## src/rtl/ram_bist.sv

```systemverilog
// ram_bist: PSRAM write/read-back self-test engine driving memCtrl's request port.
// Optional memCtrl watchdog: define RAM_BIST_TIMEOUT_EN (adds the o_timeout port).
module ram_bist #(
  parameter int unsigned        ADDR_W        = 24,
  parameter int unsigned        DATA_W        = 8,
  parameter logic [ADDR_W-1:0]  START_ADDR    = 24'h1,
  parameter logic [ADDR_W-1:0]  END_ADDR      = 24'd4096000,
  parameter int unsigned        STARTUP_DELAY = 50000,
  parameter bit                 STOP_ON_FAIL  = 1'b1,
  parameter int unsigned        TIMEOUT       = 1024
) (
  input  logic              clkSys,
  input  logic              rst,
  input  logic              i_start,
  input  logic [1:0]        i_mode,
  output logic              o_cs_n,
  output logic              o_write,
  output logic [ADDR_W-1:0] o_address,
  output logic [DATA_W-1:0] o_dataToWrite,
  input  logic [DATA_W-1:0] i_dataRead,
  input  logic              i_busy,
  input  logic              i_dataReady,
  output logic              o_done,
  output logic              o_pass,
  output logic [15:0]       o_errCount,
  output logic [ADDR_W-1:0] o_failAddr,
  output logic [DATA_W-1:0] o_failData,
`ifdef RAM_BIST_TIMEOUT_EN
  output logic              o_timeout,
`endif
  output logic [3:0]        o_state
);

  typedef enum logic [3:0] {
    S_IDLE = 4'd0, S_DELAY = 4'd1, S_WR_REQ = 4'd2, S_WR_WAIT = 4'd3, S_RD_REQ = 4'd4,
    S_RD_WAIT = 4'd5, S_CHECK = 4'd6, S_NEXT = 4'd7, S_DONE = 4'd8
  } state_t;

  // One counter serves both the power-up delay and the memCtrl wait watchdog.
  localparam int unsigned CNT_MAX = (STARTUP_DELAY > TIMEOUT) ? STARTUP_DELAY : TIMEOUT;
  localparam int unsigned CNT_W   = $clog2(CNT_MAX + 1);

  function automatic logic [DATA_W-1:0] f_pat(input logic [1:0] m, input logic [ADDR_W-1:0] a);
    logic [DATA_W-1:0] v;
    v = '0;
    case (m)
      2'd0:    for (int i = 0; i < int'(DATA_W); i++) v[i] = i[0];
      2'd1:    v = DATA_W'(a);
      2'd2:    v = ~DATA_W'(a);
      default: v = DATA_W'(1) << (a % ADDR_W'(DATA_W));
    endcase
    return v;
  endfunction

  state_t              r_state, w_next;
  logic [CNT_W-1:0]    r_cnt, w_cnt;
  logic [ADDR_W-1:0]   r_addr, w_addr;
  logic [1:0]          r_mode, w_mode;
  logic                r_cs_n, w_cs_n, r_write, w_write;
  logic [ADDR_W-1:0]   r_address, w_address, r_failAddr, w_failAddr;
  logic [DATA_W-1:0]   r_wdata, w_wdata, r_rdData, w_rdData, r_failData, w_failData;
  logic [15:0]         r_err, w_err, w_errInc;
  logic                r_done, w_done, r_pass, w_pass, w_mis;
`ifdef RAM_BIST_TIMEOUT_EN
  logic                r_to, w_to, w_tmo;
`endif

  always_comb begin
    w_next     = r_state;
    w_cnt      = (r_cnt == '1) ? r_cnt : r_cnt + 1'b1;
    w_addr     = r_addr;
    w_mode     = r_mode;
    w_cs_n     = 1'b1;
    w_write    = r_write;
    w_address  = r_address;
    w_wdata    = r_wdata;
    w_rdData   = r_rdData;
    w_err      = r_err;
    w_errInc   = (r_err == 16'hFFFF) ? r_err : r_err + 16'd1;
    w_failAddr = r_failAddr;
    w_failData = r_failData;
    w_mis      = (r_rdData != f_pat(r_mode, r_addr));
`ifdef RAM_BIST_TIMEOUT_EN
    w_to       = r_to;
    w_tmo      = 1'b0;
`endif
    case (r_state)
      S_IDLE, S_DONE: if (i_start) begin
        w_next     = S_DELAY;
        w_cnt      = '0;
        w_addr     = START_ADDR;
        w_mode     = i_mode;
        w_err      = '0;
        w_failAddr = '0;
        w_failData = '0;
`ifdef RAM_BIST_TIMEOUT_EN
        w_to       = 1'b0;
`endif
      end
      S_DELAY: if (r_cnt >= CNT_W'(STARTUP_DELAY - 1)) w_next = S_WR_REQ;
      S_WR_REQ: if (!i_busy) begin
        w_cs_n    = 1'b0;
        w_write   = 1'b1;
        w_address = r_addr;
        w_wdata   = f_pat(r_mode, r_addr);
        w_cnt     = '0;
        w_next    = S_WR_WAIT;
      end
      // r_cnt==0 is the strobe cycle: memCtrl has not raised busy yet.
      S_WR_WAIT: begin
        if (r_cnt != '0 && !i_busy) w_next = S_RD_REQ;
`ifdef RAM_BIST_TIMEOUT_EN
        else if (r_cnt == CNT_W'(TIMEOUT - 1)) w_tmo = 1'b1;
`endif
      end
      S_RD_REQ: if (!i_busy) begin
        w_cs_n    = 1'b0;
        w_write   = 1'b0;
        w_address = r_addr;
        w_cnt     = '0;
        w_next    = S_RD_WAIT;
      end
      S_RD_WAIT: begin
        if (i_dataReady && !i_busy) begin
          w_rdData = i_dataRead;
          w_next   = S_CHECK;
        end
`ifdef RAM_BIST_TIMEOUT_EN
        else if (r_cnt == CNT_W'(TIMEOUT - 1)) w_tmo = 1'b1;
`endif
      end
      S_CHECK: begin
        if (w_mis) begin
          w_err = w_errInc;
          if (r_err == '0) begin
            w_failAddr = r_addr;
            w_failData = r_rdData;
          end
        end
        w_next = ((w_mis && STOP_ON_FAIL) || r_addr == END_ADDR) ? S_DONE : S_NEXT;
      end
      S_NEXT: begin
        w_addr = r_addr + 1'b1;
        w_next = S_WR_REQ;
      end
      default: w_next = S_IDLE;
    endcase
`ifdef RAM_BIST_TIMEOUT_EN
    if (w_tmo) begin
      w_next     = S_DONE;
      w_to       = 1'b1;
      w_err      = w_errInc;
      w_failAddr = r_addr;
      w_failData = '0;
    end
    w_done = (w_next == S_DONE);
    w_pass = w_done && (w_err == '0) && !w_to;
`else
    w_done = (w_next == S_DONE);
    w_pass = w_done && (w_err == '0);
`endif
  end

  always_ff @(posedge clkSys or negedge rst) begin
    if (!rst) begin
      r_state    <= S_IDLE;
      r_cnt      <= '0;
      r_addr     <= '0;
      r_mode     <= '0;
      r_cs_n     <= 1'b1;
      r_write    <= 1'b0;
      r_address  <= '0;
      r_wdata    <= '0;
      r_rdData   <= '0;
      r_err      <= '0;
      r_failAddr <= '0;
      r_failData <= '0;
      r_done     <= 1'b0;
      r_pass     <= 1'b0;
`ifdef RAM_BIST_TIMEOUT_EN
      r_to       <= 1'b0;
`endif
    end else begin
      r_state    <= w_next;
      r_cnt      <= w_cnt;
      r_addr     <= w_addr;
      r_mode     <= w_mode;
      r_cs_n     <= w_cs_n;
      r_write    <= w_write;
      r_address  <= w_address;
      r_wdata    <= w_wdata;
      r_rdData   <= w_rdData;
      r_err      <= w_err;
      r_failAddr <= w_failAddr;
      r_failData <= w_failData;
      r_done     <= w_done;
      r_pass     <= w_pass;
`ifdef RAM_BIST_TIMEOUT_EN
      r_to       <= w_to;
`endif
    end
  end

  assign o_cs_n        = r_cs_n;
  assign o_write       = r_write;
  assign o_address     = r_address;
  assign o_dataToWrite = r_wdata;
  assign o_done        = r_done;
  assign o_pass        = r_pass;
  assign o_errCount    = r_err;
  assign o_failAddr    = r_failAddr;
  assign o_failData    = r_failData;
  assign o_state       = r_state;
`ifdef RAM_BIST_TIMEOUT_EN
  assign o_timeout     = r_to;
`endif

endmodule

```

## config.mk

```make
export PLATFORM = sky130hd
export DESIGN_NAME = ram_bist
export DESIGN_NICKNAME = d
export VERILOG_FILES = /design/src/rtl/ram_bist.sv
export SDC_FILE = /design/constraint.sdc
export NUM_CORES = 1
export LEC_CHECK = 0
export CORE_MARGIN = 4
export CORE_UTILIZATION = 50
export CTS_CLUSTER_SIZE = 20
export DETAILED_ROUTE_END_ITERATION = 6
export PLACE_DENSITY = 0.75
export SKIP_CTS_REPAIR_TIMING = 1
export SYNTH_ARGS = -nofsm -noshare
export SYNTH_HDL_FRONTEND = slang
export SYNTH_SLANG_ARGS = --single-unit
```

## constraint.sdc

```tcl
create_clock -name clkSys -period 4.8 [get_ports clkSys]
set_input_delay 1.2 -clock clkSys [delete_from_list [all_inputs] [get_ports clkSys]]
set_output_delay 1.2 -clock clkSys [all_outputs]
set_load 0.02 [all_outputs]
```

==> metrics.txt, run 1 <==
status=finished clean; CTS max path bufs=2; Hold Path Class=flip-flop to flip-flop; clk_skew=8.159 ps; GR Util met2=a little over a third; Synth Area in Adders=1.875%; Die Span X=between 100 and 150 um; initial cell density of the core=52.02%; routing usage on met1=a little under a third; TritonCTS Buffers=17; Max rail drop VDD=0.2953 mV; pin count of the biggest net entering global routing=73; Max Cap Viol=0; I/O pins=103; Post-synth top flop=dfrtp_1; Crit path max-delay family=simple AND/OR/NAND/NOR gates; Sw Pwr=0.8421 mW; Fmax achieved=294.3 MHz; Internal Power=between 2 and 2.5 mW; final WL=roughly 17000 um; WL per Instance=17.28 um; Reg power frac=between 40% and 50%; clock root cell=clkbuf_16; Leak Pwr=3.732 nW; critical path required time=5120 ps; Compound-Gate Fraction of Synth Area=11.65%; vias in the first global route=5337; count of buffers from port buffering=102; Core Area=12820 um^2; met3 Use GR=5.352%; post-synthesis sequential area ratio=51.78%; RSZ-0062 raised after global routing=no; initial antenna violation count=0; Vert. Die Dim=123.5 um; Hold Vio Cnt, Final=0; Post-synth ARST share=100.0%; critical path startpoint category=flip-flop; HPWL Detailed=11560 um; layout cells sized above 1=12.03%; gr busiest metal=met2; GRT Util Overall=22.64%; drt pass-1 iters=5; Post-Synth Simple-Gate Area=21.46%; htree depth=4; gpl congestion=slightly below 0.9; Cells after Synth=682; dpl ws=1082 ps; Post-synth EDFFs=0; Layout Nets=around 800; Iter 0 DRT Violations=387; std cell rows=41; Worst Setup Path Type=flip-flop to flip-flop; CP bufs+invs=1; clk slew on worst S/H paths=roughly 60 ps; Crit path largest cell delay=430 ps; Yosys reg bits=138; largest family of logic cells by synthesized area=simple AND/OR/NAND/NOR gates; Avg Cell Area, Syn=around 9.8 um^2; CP arrival=3720 ps; vias per cell=~5.7; yosys warns=0; Gate power share=12.0%; Least-Margin Pin Slew=772.1 ps; switch share=27.71%; Slew Limit Fails=0; final global-route overflow total=0; TritonCTS clock tree=built; post-layout min period=3398 ps; Clock Latency Late Sink=420 ps; Synth-to-Final Area Change=26.74%; post-synthesis cell area=6671 um^2; pwr dens=359.4 nW/um^2; Relative slew margins=between 40 and 50%; DIE AREA=15250 um^2; xor/xnor share of the synthesized area=~2.8%; critical path, cell by cell=inv_1 > ha_1 > nand2b_4 > a211o_1 > and3_4 > nor4_4 > nand3_4 > and3_1 > a221o_1 > a211oi_2 > nand4b_1 > nor4_2; clock share of power=between 40% and 50%; synth unique cells=60; syn nets=707; total number of vias=~5500; DRC=0; CTS Sinks=138; Antenna Cells=0; TNS Setup=0 ps; post-synthesis mux area share=7.596%; CP max stage cell=dfrtp_1; Tcrit/Tclk final=between 70 and 80%; Crit Path Max Fanout=10; setup violators final=0; Crit. End Element=flip-flop; setup ws final=1402 ps; first-pass GRT wire length=26760 um; DRT antenna net count=0
[cells by family after synthesis]
| family | Yosys count |
|---|---|
| AOI/OAI and AO/OA | 129 |
| xor gates and xnor gates | 21 |
| adders and majority gates | 10 |
| buffers and inverters | 48 |
| DFF | 138 |
| muxes | 46 |
| and+or+nand+nor | 290 |
[final timing paths]
path | startpoint | to | slack (ps) | depth (start not counted)
max in group asynchronous | rst | r_cnt[3] | 3030 | 2
worst min register to register | o_failAddr[16] | o_failAddr[16] | 480 | 2
worst min-delay path | o_failAddr[16] | o_failAddr[16] | 480 | 2
min in group asynchronous | rst | o_failAddr[16] | 790 | 1
worst max-delay path | r_addr[0] | o_pass | 1400 | 12
worst max register to register | r_addr[0] | o_pass | 1400 | 12
[Yosys cell counts (2+ instances only)]
master,number,area [um^2]
a21oi_1,19,95.09
nand2_1,122,457.9
o22ai_1,3,18.77
nor3b_1,5,37.54
nand4_1,13,81.33
o21ai_0,65,325.3
mux2_1,2,22.52
mux2i_1,9,90.09
mux2_2,35,394.1
a211o_1,2,17.52
o31ai_1,6,45.04
nor3_2,2,20.02
nor4b_1,3,26.28
nor3_1,16,80.08
xor2_1,13,113.9
and2_1,2,12.51
nand2b_1,3,18.77
or3_1,2,12.51
and3_1,16,100.1
nand3_1,31,155.2
clkbuf_1,24,90.09
and4_1,3,26.28
nor4_1,9,56.30
a41oi_1,2,17.52
inv_1,15,56.30
dfrtp_1,137,3428
nor2b_1,4,25.02
ha_1,10,125.1
xnor2_1,8,70.07
a21o_1,11,82.58
or2_2,5,31.28
a31oi_1,8,50.05
o32ai_1,2,17.52
nor2_1,43,161.4
buf_2,7,35.03
[routing by layer]
layer | wire length, um | vias up
met5 | 0 | -
met4 | 206 | 0
met3 | 821 | 20
met2 | 8088 | 176
met1 | 7508 | 2677
li1 | - | 2591
[worst min-delay path, delay by kind of cell, from the launching register on]
kind / cells / cell delay, ps
and+or+nand+nor: 1 / 50
AOI/OAI and AO/OA: 1 / 60
DFF: 1 / 340
[power by group through the flow]
stage / combinational (mW) / sequential [mW] / clock [mW]
after floorplan: 0.299 / 1.29 / 0
after global placement: 0.353 / 1.34 / 0
after detailed placement: 0.365 / 1.34 / 0
after CTS: 0.368 / 1.32 / 1.36
after global routing: 0.409 / 1.34 / 1.42
final: 0.363 / 1.33 / 1.35
[layout by cell type (no fill, tap or decap), drive strengths merged, types with 13 or more instances in the layout]
| cell | synthesis | routed |
|---|---|---|
| clkbuf | 24 | 19 |
| o21ai | 65 | 65 |
| inv | 15 | 18 |
| dfrtp | 137 | 137 |
| nand4 | 13 | 13 |
| xor2 | 13 | 13 |
| nor2 | 43 | 43 |
| clkdlybuf4s50 | 0 | 101 |
| a21oi | 19 | 19 |
| nand3 | 32 | 32 |
| nand2 | 123 | 123 |
| nor3 | 18 | 18 |
| and3 | 17 | 17 |
| mux2 | 37 | 37 |
[state kept, by name (all words and copies together), names as in the netlist, 4 cells and up]
| signal | flops |
|---|---|
| o_state | 4 |
| o_failData | 8 |
| r_rdData | 8 |
| r_addr | 24 |
| r_cnt | 16 |
| o_dataToWrite | 8 |
| o_address | 24 |
| o_errCount | 16 |
| o_failAddr | 24 |
[stage by stage]
step	instances	hold slack, ps	power [mW]	util (%)	instance area (um^2)
detailed placement	930	475.1	1.708	61.17	7845
CTS	962	489.8	3.054	65.93	8456
global route	962	505.7	3.165	65.93	8456
global placement	930	463.0	1.691	61.17	7845
floorplan	682	487.9	1.589	-	6671
finish	962	481.3	3.039	65.93	8456
[final cells by class]
class	instances	area, um^2
Fill cell	1020	4369
Tap cell	172	215.2
Multi-Input combinational cell	496	3044
Sequential cell	138	3455
Inverter	15	56.30
Clock buffer	19	442.9
Clock inverter	13	167.7
Timing Repair Buffer	109	1075
Note: power is estimated with default switching activity, not from simulation.
==> inputs of run 2 (changes only) <==
--- a/config.mk
+++ b/config.mk
@@ -6,10 +6,10 @@
 export NUM_CORES = 1
 export LEC_CHECK = 0
 export CORE_MARGIN = 4
-export CORE_UTILIZATION = 50
+export CORE_UTILIZATION = 49
 export CTS_CLUSTER_SIZE = 20
 export DETAILED_ROUTE_END_ITERATION = 6
-export PLACE_DENSITY = 0.75
+export PLACE_DENSITY = 0.77
 export SKIP_CTS_REPAIR_TIMING = 1
 export SYNTH_ARGS = -nofsm -noshare
 export SYNTH_HDL_FRONTEND = slang
==> constraint.sdc (replaced) <==
create_clock -name clkSys -period 2.74 [get_ports clkSys]
set_input_delay 0.685 -clock clkSys [delete_from_list [all_inputs] [get_ports clkSys]]
set_output_delay 0.685 -clock clkSys [all_outputs]
set_load 0.02 [all_outputs]
==> metrics.txt, run 2 (synthesized netlist as in run 1, its figures left out) <==
status=complete, but fails checks; failing checks=negative setup slack; met3 wire len=1135 um (+38%); critical path startpoint category=flip-flop; final global-route overflow total=0 (unchanged); setup violators final=33 (+33); drt pass-1 iters=5 (unchanged); Critical Path Stages=13 (+1); commonest non-fill, non-tap cell in the layout=dfrtp_1; post-layout min period=3053 ps (-345.0 ps); vias per cell=5.803 (+2.2%); CP max stage cell=dfrtp_1; critical path required time=3060 ps (-2060 ps); RSZ-0062 raised after global routing=yes; Die Span X=124.7 um (+0.95%); Max rail drop VDD=0.4058 mV (+37%); pwr dens=603.2 nW/um^2 (+68%); Top Layer Used=met4; Crit path max-delay family=simple AND/OR/NAND/NOR gates; initial antenna violation count=0 (unchanged); R2R Setup Slk=-310 ps (-1710 ps); DRC=0 (unchanged); gpl congestion=0.8634 (-1.5%); Relative slew margins=52.46% (+4.1 points); WL per Instance=19.08 um (+10%); vias in the first global route=5869 (+10%); count of buffers from port buffering=102 (unchanged); CTS max path bufs=2 (unchanged); Hold Path Class=primary input to asynchronous set/reset pin; DRT antenna net count=0 (unchanged); Slew Limit Fails=0 (unchanged); Leak Pwr=4.317 nW (+16%); R2R depth=13 (+1); DIE AREA=15550 um^2 (+1.9%); Critical R2R Capture=o_pass; first-pass GRT wire length=29370 um (+9.7%); TritonCTS Buffers=17 (unchanged); most frequent cells in the layout=135 x dfrtp_1, 101 x clkdlybuf4s50_1, 90 x nand2_1; CP arrival=3380 ps (-340 ps); htree depth=4 (unchanged); std cell rows=42 (+2.4%); layout cells sized above 1=27.83% (+16 points); Crit Path Max Fanout=5 (-5); setup ws final=-312.9 ps (-1715 ps); final WL=19880 um (+20%); TritonCTS clock tree=built; Least-Margin Pin Slew=710.5 ps (-61.56 ps); filler instances=902 (-12%); HPWL Detailed=12670 um (+9.6%); Synth-to-Final Area Change=45.27%; routed length on met2=10120 um (+25%); Hold Vio Cnt, Final=0 (unchanged); initial cell density of the core=50.18% (-1.8 points); Vert. Die Dim=124.7 um (+0.95%); Max Cap Viol=0 (unchanged); Worst Setup Path Type=flip-flop to flip-flop; Fmax achieved=327.6 MHz (+11%); clk slew on worst S/H paths=60 ps (about the same); Worst Hold Slack=274.7 ps (-206.6 ps); Clock Latency Late Sink=420 ps (about the same); Tcrit/Tclk final=111.4% (+41 points); I/O pins=103 (unchanged); crit path capture=o_pass; Antenna Cells=0 (unchanged); Layout Nets=878 (+9.5%); total number of vias=6047 (+11%); clk_skew=8.700 ps (+0.5408 ps); Setup crit start=r_addr[1]; Crit. End Element=flip-flop; Iter 0 DRT Violations=458 (+18%); wl on met1=8135 um (+8.4%); Core Area=13300 um^2 (+3.7%); worst r2r src=r_addr[1]; CTS Sinks=138 (unchanged); CP bufs+invs=2 (+1); critical path, cell by cell=buf_4 > buf_4 > ha_2 > nand2_1 > a31oi_2 > xor2_1 > nor3_2 > nand3_4 > and3_1 > a221o_1 > a211oi_2 > nand4b_1 > nor4_2; pin count of the biggest net entering global routing=69 (-5.5%); clock root cell=clkbuf_16; Crit path largest cell delay=430 ps (about the same); most used cell, CP=buf_4; TNS Setup=-2438 ps (-2438 ps); GRT Util Overall=22.98% (+0.34 points)
==> run 2: cell types whose count changed in the layout (fill, tap and decap cells not counted), moves of 9 or more <==
cell,delta
o21ai_2,+20
nand2_4,+24
buf_4,+55
nand2_1,-32
o21ai_0,-30
o21ai_1,+9
==> run 2: report_power, final <==
group,switching [mW],internal (mW),total [mW]
clock,0.872,1.70,2.57
sequential,0.157,2.13,2.29
combinational,0.541,0.446,0.986
total,1.57,4.28,5.85
==> run 2: how the worst min path moves through the flow <==
| stage | start | to | slack, ps |
|---|---|---|---|
| CTS | rst | o_address[23] | 290 |
| finish | rst | o_address[15] | 270 |
| global placement | o_failAddr[21] | o_failAddr[21] | 460 |
| detailed placement | o_failAddr[11] | o_failAddr[11] | 470 |
| floorplan | rst | o_address[0] | 390 |
| global route | rst | o_address[15] | 320 |
==> run 2: layout make-up <==
cell class                 count  area [um^2]  area share (%)
clock inverter                13        224.0           2.311
sequential                   138         3457           35.67
clock buffer                  19        432.9           4.467
inverter                      15        58.81          0.6068
multi-input combinational    496         3441           35.50
timing repair buffer         185         1858           19.17
tap                          176        220.2           2.272
==> run 2: worst register-to-register path, delay by kind of cell (launching register included) <==
| kind | cells | cell delay (ps) |
|---|---|---|
| AOI/OAI and AO/OA | 3 | 630 |
| adders and majority gates | 1 | 180 |
| xor gates and xnor gates | 1 | 170 |
| DFF | 1 | 430 |
| and+or+nand+nor | 6 | 1260 |
| buffers and inverters | 2 | 290 |
==> run 2: layer usage <==
layer / GRT usage [%] / vias up
li1: - / 2760
met1: 29.75 / 2985
met2: 37.95 / 248
met3: 5.189 / 54
met4: 8.382 / 0
met5: 0 / -
==> run 2: per-stage QoR <==
step           setup slack, ps  cell area, um^2  util (%)  std cells  power (mW)
2_1_floorplan            1.539             6688         -        682       2.788
3_3_place_gp            -170.7             8354     62.84        994       3.107
3_5_place_dp            -273.1             8354     62.84        994       3.134
4_1_cts                 -287.2             9011     67.78       1026       5.688
5_1_grt                 -421.8             9692     72.90       1042       6.071
6_report                -312.9             9692     72.90       1042       5.846
